## config.mk

```make
export PLATFORM = sky130hd
export DESIGN_NAME = encoder_menu_ctrl
export DESIGN_NICKNAME = d
export VERILOG_FILES = /design/src/rtl/encoder_menu_pkg.sv /design/src/rtl/sat_stepper.sv /design/src/rtl/encoder_menu_ctrl.sv
export SDC_FILE = /design/constraint.sdc
export NUM_CORES = 1
export LEC_CHECK = 0
export ABC_AREA = 1
export BUFFER_PORTS_ARGS = -buffer_cell sky130_fd_sc_hd__buf_2
export CELL_PAD_IN_SITES_DETAIL_PLACEMENT = 1
export CELL_PAD_IN_SITES_GLOBAL_PLACEMENT = 1
export CORE_MARGIN = 2
export CORE_UTILIZATION = 41
export CTS_CLUSTER_DIAMETER = 60
export CTS_CLUSTER_SIZE = 24
export DETAILED_ROUTE_END_ITERATION = 12
export PLACE_DENSITY = 0.89
export SYNTH_ARGS = -nofsm -noshare
export SYNTH_HDL_FRONTEND = slang
export SYNTH_SLANG_ARGS = --single-unit
```

## constraint.sdc

```tcl
create_clock -name clk -period 2.3 [get_ports clk]
set_clock_uncertainty 0.2 [all_clocks]
set_input_delay 0.23 -clock clk [delete_from_list [all_inputs] [get_ports clk]]
set_output_delay 0.23 -clock clk [all_outputs]
set_load 0.01 [all_outputs]
```

## src/rtl/encoder_menu_pkg.sv

```systemverilog
// Shared state encoding and elaboration helpers for the encoder menu controller.
package encoder_menu_pkg;

    localparam logic ST_SELECT = 1'b0;
    localparam logic ST_EDIT   = 1'b1;

    // Never returns less than 1 so a counter always has at least one bit.
    function automatic int clog2(input int n);
        int r;
        r = 0;
        while ((1 << r) < n) r++;
        return (r < 1) ? 1 : r;
    endfunction

endpackage

```

## src/rtl/sat_stepper.sv

```systemverilog
// Combinational saturating step of a W-bit value: clamps at MAX_VAL going up, at 0 going down.
module sat_stepper #(
    parameter int W       = 8,
    parameter int MAX_VAL = 255
) (
    input  logic [W-1:0] value,
    input  logic [W-1:0] step,
    input  logic         up,
    input  logic         dn,
    output logic [W-1:0] result
);

    localparam logic [W:0] MAX_EXT = (W+1)'(MAX_VAL);

    logic [W:0] sum;

    // One extra bit on the sum so an overflow past 2^W-1 still saturates.
    always_comb begin
        sum    = {1'b0, value} + {1'b0, step};
        result = value;
        if (up && !dn) begin
            result = (sum > MAX_EXT) ? MAX_EXT[W-1:0] : sum[W-1:0];
        end else if (dn && !up) begin
            result = (value < step) ? '0 : value - step;
        end
    end

endmodule

```

## src/rtl/encoder_menu_ctrl.sv

```systemverilog
// Rotary-encoder menu: select a parameter, edit a shadow copy, commit on button or abandon on idle.
// Optional macro ENCODER_MENU_ACCEL_EN enables larger steps during fast rotation in EDIT.
module encoder_menu_ctrl
    import encoder_menu_pkg::*;
#(
    parameter int NUM_PARAMS = 4,
    parameter int W          = 8,
    parameter int MAX_VAL    = 255,
    parameter int RESET_VAL  = 0,
`ifdef ENCODER_MENU_ACCEL_EN
    parameter int ACCEL_WIN  = 5_000_000,
    parameter int ACCEL_STEP = 8,
`endif
    parameter int TIMEOUT    = 10_000_000
) (
    input  logic                            clk,
    input  logic                            rst,
    input  logic                            inc,
    input  logic                            dec,
    input  logic                            btn,
    output logic [clog2(NUM_PARAMS)-1:0]    sel,
    output logic                            editing,
    output logic [NUM_PARAMS*W-1:0]         params,
    output logic [W-1:0]                    disp,
    output logic                            upd,
    output logic                            timeout
);

    localparam int SEL_W  = clog2(NUM_PARAMS);
    localparam int IDLE_W = clog2(TIMEOUT);
    localparam logic [SEL_W-1:0]  SEL_MAX   = SEL_W'(NUM_PARAMS - 1);
    localparam logic [IDLE_W-1:0] IDLE_LAST = IDLE_W'(TIMEOUT - 1);
    localparam logic [W-1:0]      RST_WORD  = W'(RESET_VAL);

    logic                    state_q, state_d;
    logic [SEL_W-1:0]        sel_q, sel_d;
    logic [NUM_PARAMS*W-1:0] params_q, params_d;
    logic [W-1:0]            shadow_q, shadow_d;
    logic                    upd_q, upd_d;
    logic                    timeout_q, timeout_d;
    logic [IDLE_W-1:0]       idle_q, idle_d;

    logic         step_up, step_dn;
    logic [W-1:0] step_size;
    logic [W-1:0] stepped;

    assign step_up = inc & ~dec;
    assign step_dn = dec & ~inc;

    sat_stepper #(
        .W       (W),
        .MAX_VAL (MAX_VAL)
    ) u_stepper (
        .value  (shadow_q),
        .step   (step_size),
        .up     (step_up),
        .dn     (step_dn),
        .result (stepped)
    );

`ifdef ENCODER_MENU_ACCEL_EN
    localparam int GAP_W = clog2(ACCEL_WIN + 1);
    localparam logic [GAP_W-1:0] GAP_MAX = GAP_W'(ACCEL_WIN);

    logic [GAP_W-1:0] gap_q, gap_d;

    // Held at the window limit outside EDIT so the first edit step is always a single count.
    always_comb begin
        gap_d = gap_q;
        if (state_q == ST_SELECT || btn) begin
            gap_d = GAP_MAX;
        end else if (step_up || step_dn) begin
            gap_d = '0;
        end else if (gap_q != GAP_MAX) begin
            gap_d = gap_q + 1'b1;
        end
    end

    always_ff @(posedge clk) begin
        if (rst) gap_q <= GAP_MAX;
        else     gap_q <= gap_d;
    end

    assign step_size = (state_q == ST_EDIT && gap_q < GAP_MAX) ? W'(ACCEL_STEP) : W'(1);
`else
    assign step_size = W'(1);
`endif

    always_ff @(posedge clk) begin
        if (rst) begin
            state_q   <= ST_SELECT;
            sel_q     <= '0;
            params_q  <= {NUM_PARAMS{RST_WORD}};
            shadow_q  <= '0;
            upd_q     <= 1'b0;
            timeout_q <= 1'b0;
            idle_q    <= '0;
        end else begin
            state_q   <= state_d;
            sel_q     <= sel_d;
            params_q  <= params_d;
            shadow_q  <= shadow_d;
            upd_q     <= upd_d;
            timeout_q <= timeout_d;
            idle_q    <= idle_d;
        end
    end

    // The button outranks any same-cycle step in both states.
    always_comb begin
        state_d   = state_q;
        sel_d     = sel_q;
        params_d  = params_q;
        shadow_d  = shadow_q;
        upd_d     = 1'b0;
        timeout_d = 1'b0;
        idle_d    = idle_q;
        case (state_q)
            ST_SELECT: begin
                if (btn) begin
                    shadow_d = params_q[sel_q*W +: W];
                    state_d  = ST_EDIT;
                    idle_d   = '0;
                end else if (step_up) begin
                    sel_d = (sel_q == SEL_MAX) ? '0 : sel_q + 1'b1;
                end else if (step_dn) begin
                    sel_d = (sel_q == '0) ? SEL_MAX : sel_q - 1'b1;
                end
            end
            default: begin
                if (btn) begin
                    params_d[sel_q*W +: W] = shadow_q;
                    upd_d   = 1'b1;
                    state_d = ST_SELECT;
                    idle_d  = '0;
                end else if (step_up || step_dn) begin
                    shadow_d = stepped;
                    idle_d   = '0;
                end else if (idle_q == IDLE_LAST) begin
                    state_d   = ST_SELECT;
                    shadow_d  = '0;
                    timeout_d = 1'b1;
                    idle_d    = '0;
                end else begin
                    idle_d = idle_q + 1'b1;
                end
            end
        endcase
    end

    always_comb begin
        editing = (state_q == ST_EDIT);
        disp    = (state_q == ST_EDIT) ? shadow_q : params_q[sel_q*W +: W];
    end

    assign sel     = sel_q;
    assign params  = params_q;
    assign upd     = upd_q;
    assign timeout = timeout_q;

endmodule
```

**Yosys cells after proc, flatten, opt, wreduce, memory -nomap -nowiden**

Index checks and enable logic that the tools add are counted.
W data, S select, Z words.

- Register bits: 69
- Input port bits: 5
- Output and inout port bits: 45
- Word-level logic and storage cells: 68

- Add/subtract/negate cells: 6
- Magnitude comparators: 2
- Equal/unequal tests: 4
- Shift-type cells: 3
- Muxes and demuxes: 26
- Bitwise gates (word level): 6
- Reductions and logical operators: 14

Operator list:

| kind | count |
|---|---|
| $mux W24 | 5 |
| $mux W8 | 10 |
| $neg A5 Y34 | 1 |
| $shift A8 B34 Y32 const A | 1 |
| $shiftx A8 B34 Y32 | 1 |
| $bwmux W32 | 1 |
| $shiftx A32 B6 Y8 | 1 |
| $add A24 B1 Y24 const B | 1 |
| $eq A24 B24 Y1 const B | 1 |
| $add A8 B1 Y9 const B | 1 |
| $gt A9 B8 Y1 const B | 1 |
| $lt A8 B1 Y1 const B | 1 |
| $mux W2 | 4 |
| $sub A8 B1 Y8 const B | 1 |
| $mux W1 | 6 |
| $ne A4 B2 Y1 const B | 1 |
| $not A1 Y1 | 4 |
| $reduce_and A4 Y1 | 1 |
| $reduce_bool A2 Y1 | 2 |
| $reduce_or A4 Y1 | 1 |
| $reduce_and A3 Y1 | 1 |
| $reduce_bool A3 Y1 | 1 |
| $add A2 B1 Y2 const B | 1 |
| $and A1 B1 Y1 | 2 |
| other kinds (9) | 11 |

**Longest topological paths before layout**

- Word-level depth: 9
- Gate-level depth with buffers: 11
- Gate-level depth less buffers: 11

**Hierarchy**

Synthesis repeated with hierarchy kept, for this count alone.

- Cell total of the unflattened synthesis: 815
- Area, all modules: 5176.2 sq um

By module, submodules not included:

| module | instances | cells each | area each (sq um) | sequential area each (sq um) |
|---|---|---|---|---|
| encoder_menu_ctrl | 1 | 626 | 4087.7 | 1381.3 |
| sat_stepper | 1 | 189 | 1088.5 | 0.0 |

**Worst setup path after synthesis**

Ideal clock, no wire load.

- Path kind: flip-flop to flip-flop
- Start: register sel_q[0], in the netlist sel[0]
- End: register params_q[2], in the netlist params[2]
- Library setup time: 0.070 ns
- Arrival: 1.906 ns
- Required time: 2.030 ns
- Path slack: 0.124 ns
- Cell stages (with the launch flop): 10
- Path buffers: 2
- Period minus slack after synthesis: 2.176 ns
- Cell sequence: dfxtp_1 -> buf_2 -> inv_1 -> buf_2 -> ha_1 -> nor2_1 -> inv_1 -> nor3_1 -> o21ai_0 -> a21oi_1

- Word-level cells in the longest chain between the ends: 3
- Elaborated cells on any way between the ends: 4
- Classes of those cells: add/sub (1); shift (2); mux (1)

Ends and longest elaborated chain:

| what | RTL line | source |
|---|---|---|
| start, declared | encoder_menu_ctrl.sv:36 | `logic [SEL_W-1:0] sel_q, sel_d;` |
| start signal, assigned | encoder_menu_ctrl.sv:100 | `sel_q <= sel_d;` |
| $neg A5 Y34 (*) | encoder_menu_ctrl.sv:132 | `params_d[sel_q*W +: W] = shadow_q;` |
| $shiftx A8 B34 Y32 / $shift A8 B34 Y32 (equally long branches) | encoder_menu_ctrl.sv:132 |  |
| $bwmux W32 (*) | encoder_menu_ctrl.sv:132 |  |
| end signal, assigned | encoder_menu_ctrl.sv:93 | `params_q <= {NUM_PARAMS{RST_WORD}};` |
| end signal, assigned | encoder_menu_ctrl.sv:101 | `params_q <= params_d;` |
| end, declared | encoder_menu_ctrl.sv:37 | `logic [NUM_PARAMS*W-1:0] params_q, params_d;` |

Every way passes the cells marked *; elsewhere a longest branch is shown, timed or not.
A chain may end at the register's enable or synchronous reset.

**Worst setup path after layout**

- Start: register sel_q[0], in the netlist sel[0]
- End: output disp[6]

- Word-level cells in the longest chain between the ends: 2

Ends and longest elaborated chain:

| what | RTL line | source |
|---|---|---|
| $shiftx A32 B6 Y8 | encoder_menu_ctrl.sv:153 | `disp = (state_q == ST_EDIT) ? shadow_q : params_q[sel_q*W +: W];` |
| $mux W8 | encoder_menu_ctrl.sv:153 |  |
| end, declared | encoder_menu_ctrl.sv:24 | `output logic [W-1:0] disp,` |

No other way between the ends.

==> impl_metrics.ini <==
[status]
status = finished, violations left
violations = negative setup slack

[setup_path]
end_kind = output pin
slowest_delay_ns = 0.35
slowest_stage = dfxtp_1
worstSetupPathType = reg -> out
cp-start-kind = flip-flop
worstRegToRegCells = 6
arrival_ns = 1.89
cp_cell_sequence = inv_1, buf_12, a21oi_1, o21ai_0, o21ai_1, nand2_1, o21ai_0, buf_2
rr_endpoint = params[24]
r2r_slack_ns = 0.17
timing.rr.start = editing
critPathMaxFanout = 36
path_common_cell = o21ai_0
crit_required_ns = 1.87

[clocking]
clock-root-buffer = clkbuf_8
path_clk_slew_ns = 0.09
cts_made_buffers = 9
clock_sinks = 69
clock_latency_ns = 0.35
h-tree-depth = 3
max-clock-path-buffers = 2
cts_tree = yes

[synth]
synth_fp_nets = 712
syn_inst = 696
synth_most_common_cell = nand2_1
yosysSeqAreaShare_pct = 32.4
syn_area_per_cell_sq_um = 6.13
async_flop_share_pct = 0
yosysTopAreaCell = dfxtp_1
synth.distinct_cells = 32
synth-edff-count = 0
yosys-top-cells-count = nand2_1, nor2_1, a21oi_1
ys_warn_count = 0
synth_area_sq_mm = 0.00427
synth_top_area_share_pct = 32.4
synthFlopType = dfxtp_1
synth_area_leaders = dfxtp_1, nand2_1, a21oi_1
synth_seq_cells = 69

[pwr]
ir_drop_mv = 0.331
cellLeakagePower_nw = 2.00
power_mw = 2.98
power_density_mw_per_mm2 = 602

[floorplanning]
die_height_um = 106
fp.coreArea_sq_mm = 0.0102
rows = 37
initial_core_util_pct = 41.7
io_pins = 50
fp.dieW_um = 106
die_area_sq_mm = 0.0112

[place]
dp_cells = 869
gp_congestion = 0.886
dp_slack_ns = 0.166
place_hpwl_um = 11200
io_buffers = 49
placed_area_sq_mm = 0.00467

[routing]
wl_per_cell_um = 17.6
viasPerCell = 5.58
detail-route-antenna-nets = 0
drc = 0
vias = 4979
drt_first_pass_iters = 4
drt_iter0_drc = 254
routed_wl_um = 15700

[sta]
slew_violations = 0
rsz0062_at_grt = yes
max_freq_ghz = 0.432
hold_viol_final = 0
setup_viol = 1
slew_headroom_pct = 59.5
min_period_ns = 2.32
worstMarginPinSlew_ns = 0.605
worst_slack_ns = -0.0162
period_share_pct = 101

[global_routing]
track_usage_pct = 27.7
grt_start_max_net_pins = 37
grt_pass1_wl_um = 25000
grt_pass1_vias = 5083
antenna_found_initial = 0
grt_overflow_total = 0

[min_path]
holdPathStages = 2
hold_path.class = in -> reg
hold_path_startpoint = rst
hold_path_end = params[10]

[cells_and_area]
nets = 767
drive_above_1_share_pct = 14.9
multi_input_area_sq_mm = 0.00251
antennaDiodeCount = 0
instances_no_fill = 892
fill_cells = 1428
syn2layout_area_growth_pct = 16.2
final_cell_area_sq_mm = 0.00496
final_util_pct = 48.5
regArea_sq_mm = 0.00139

[flow_run]
max-cap-violations = 0
-- cells in the final DEF, fill, tap and decap left out, types with 3 or more instances in the layout --
cell	synthesis	layout
clkinvlp_4	0	4
o21ai_1	1	6
or2_2	3	3
nand3_1	57	57
nor3_1	9	9
nand4_1	9	9
clkinv_1	3	3
clkbuf_8	0	9
buf_2	8	49
nand2_1	177	177
nor2_2	3	4
a21oi_1	77	73
nor2_1	102	101
inv_6	0	3
dfxtp_1	69	68
buf_4	2	18
o21ai_0	55	50
o21bai_1	4	4
inv_1	64	62
xor2_1	4	4
a211oi_1	4	4
ha_1	11	10
nand2_2	6	6
a21oi_2	0	4
-- state kept, by name, indices dropped and copies added, names as in the netlist --
| name | cells |
|---|---|
| editing | 1 |
| timeout | 1 |
| upd | 1 |
| idle_q | 24 |
| params | 32 |
| shadow_q | 8 |
| sel | 2 |
-- where the power goes --
part / internal [mW] / switching (mW) / total, mW
clock: 0.514 / 0.534 / 1.05
combinational: 0.210 / 0.440 / 0.650
sequential: 1.23 / 0.0565 / 1.29
-- layer usage --
| metal | global-route usage, % | vias to the layer above | share of wire [%] |
|---|---|---|---|
| met3 | 4.29 | 53 | 5.2 |
| met5 | 0 | - | 0 |
| met1 | 31.3 | 2381 | 39 |
| met4 | 12.2 | 0 | 4.1 |
| li1 | - | 2378 | - |
| met2 | 51.3 | 167 | 51 |
-- critical path, delay by kind of cell (launching register included) --
| kind | cells | cell delay [ns] |
|---|---|---|
| flops | 1 | 0.35 |
| buf+inv | 3 | 0.41 |
| simple gates | 1 | 0.15 |
| compound gates | 4 | 0.63 |
-- stage by stage --
| step | TNS [ns] | hold WS (ns) |
|---|---|---|
| after global routing | -0.110 | 0.0483 |
| after detailed placement | 0 | 0.268 |
| after floorplan | 0 | 0.167 |
| final | -0.0162 | 0.0563 |
| after CTS | -0.0586 | 0.0257 |
| after global placement | 0 | 0.266 |
-- cell type report --
class	instances	share of cell area, %
Timing Repair inverter	1	0.151
Tap cell	136	3.43
Timing Repair Buffer	69	8.28
Clock inverter	7	1.62
Sequential cell	69	27.9
Multi-Input combinational cell	532	50.7
Inverter	69	5.35
Clock buffer	9	2.50
-- kinds of logic (layout without fill, tap and decap cells) --
logic type / Yosys count / after routing / share of synthesized area, %
XOR/XNOR: 4 / 4 / 0.821
AO/OA/AOI/OAI: 146 / 146 / 17.9
flip-flops: 69 / 69 / 32.4
adder cells (fa/ha/maj): 11 / 11 / 3.23
AND/OR/NAND/NOR: 371 / 371 / 36.5
buffers and inverters: 95 / 155 / 9.15
-- how the worst max path moves through the flow --
stage	startpoint	end	slack (ns)
6_report	sel[0]	disp[6]	-0.02
5_1_grt	sel[0]	disp[6]	-0.08
4_1_cts	sel[1]	disp[7]	-0.03
3_5_place_dp	idle_q[0]	idle_q[3]	0.17
3_3_place_gp	idle_q[0]	idle_q[0]	0.26
2_1_floorplan	sel[0]	params[2]	0.12
-- repair_timing --
| action | CTS | global route |
|---|---|---|
| hold endpoints to repair | 1 | 0 |
| pin swaps | 0 | 3 |
| gates cloned | 0 | 1 |
| resized for setup | 1 | 17 |
| endpoints found under the setup margin | 2 | 36 |
| hold buffers | 1 | 0 |
| setup buffers | 3 | 2 |
No activity file was read; power rests on OpenSTA's default activity.
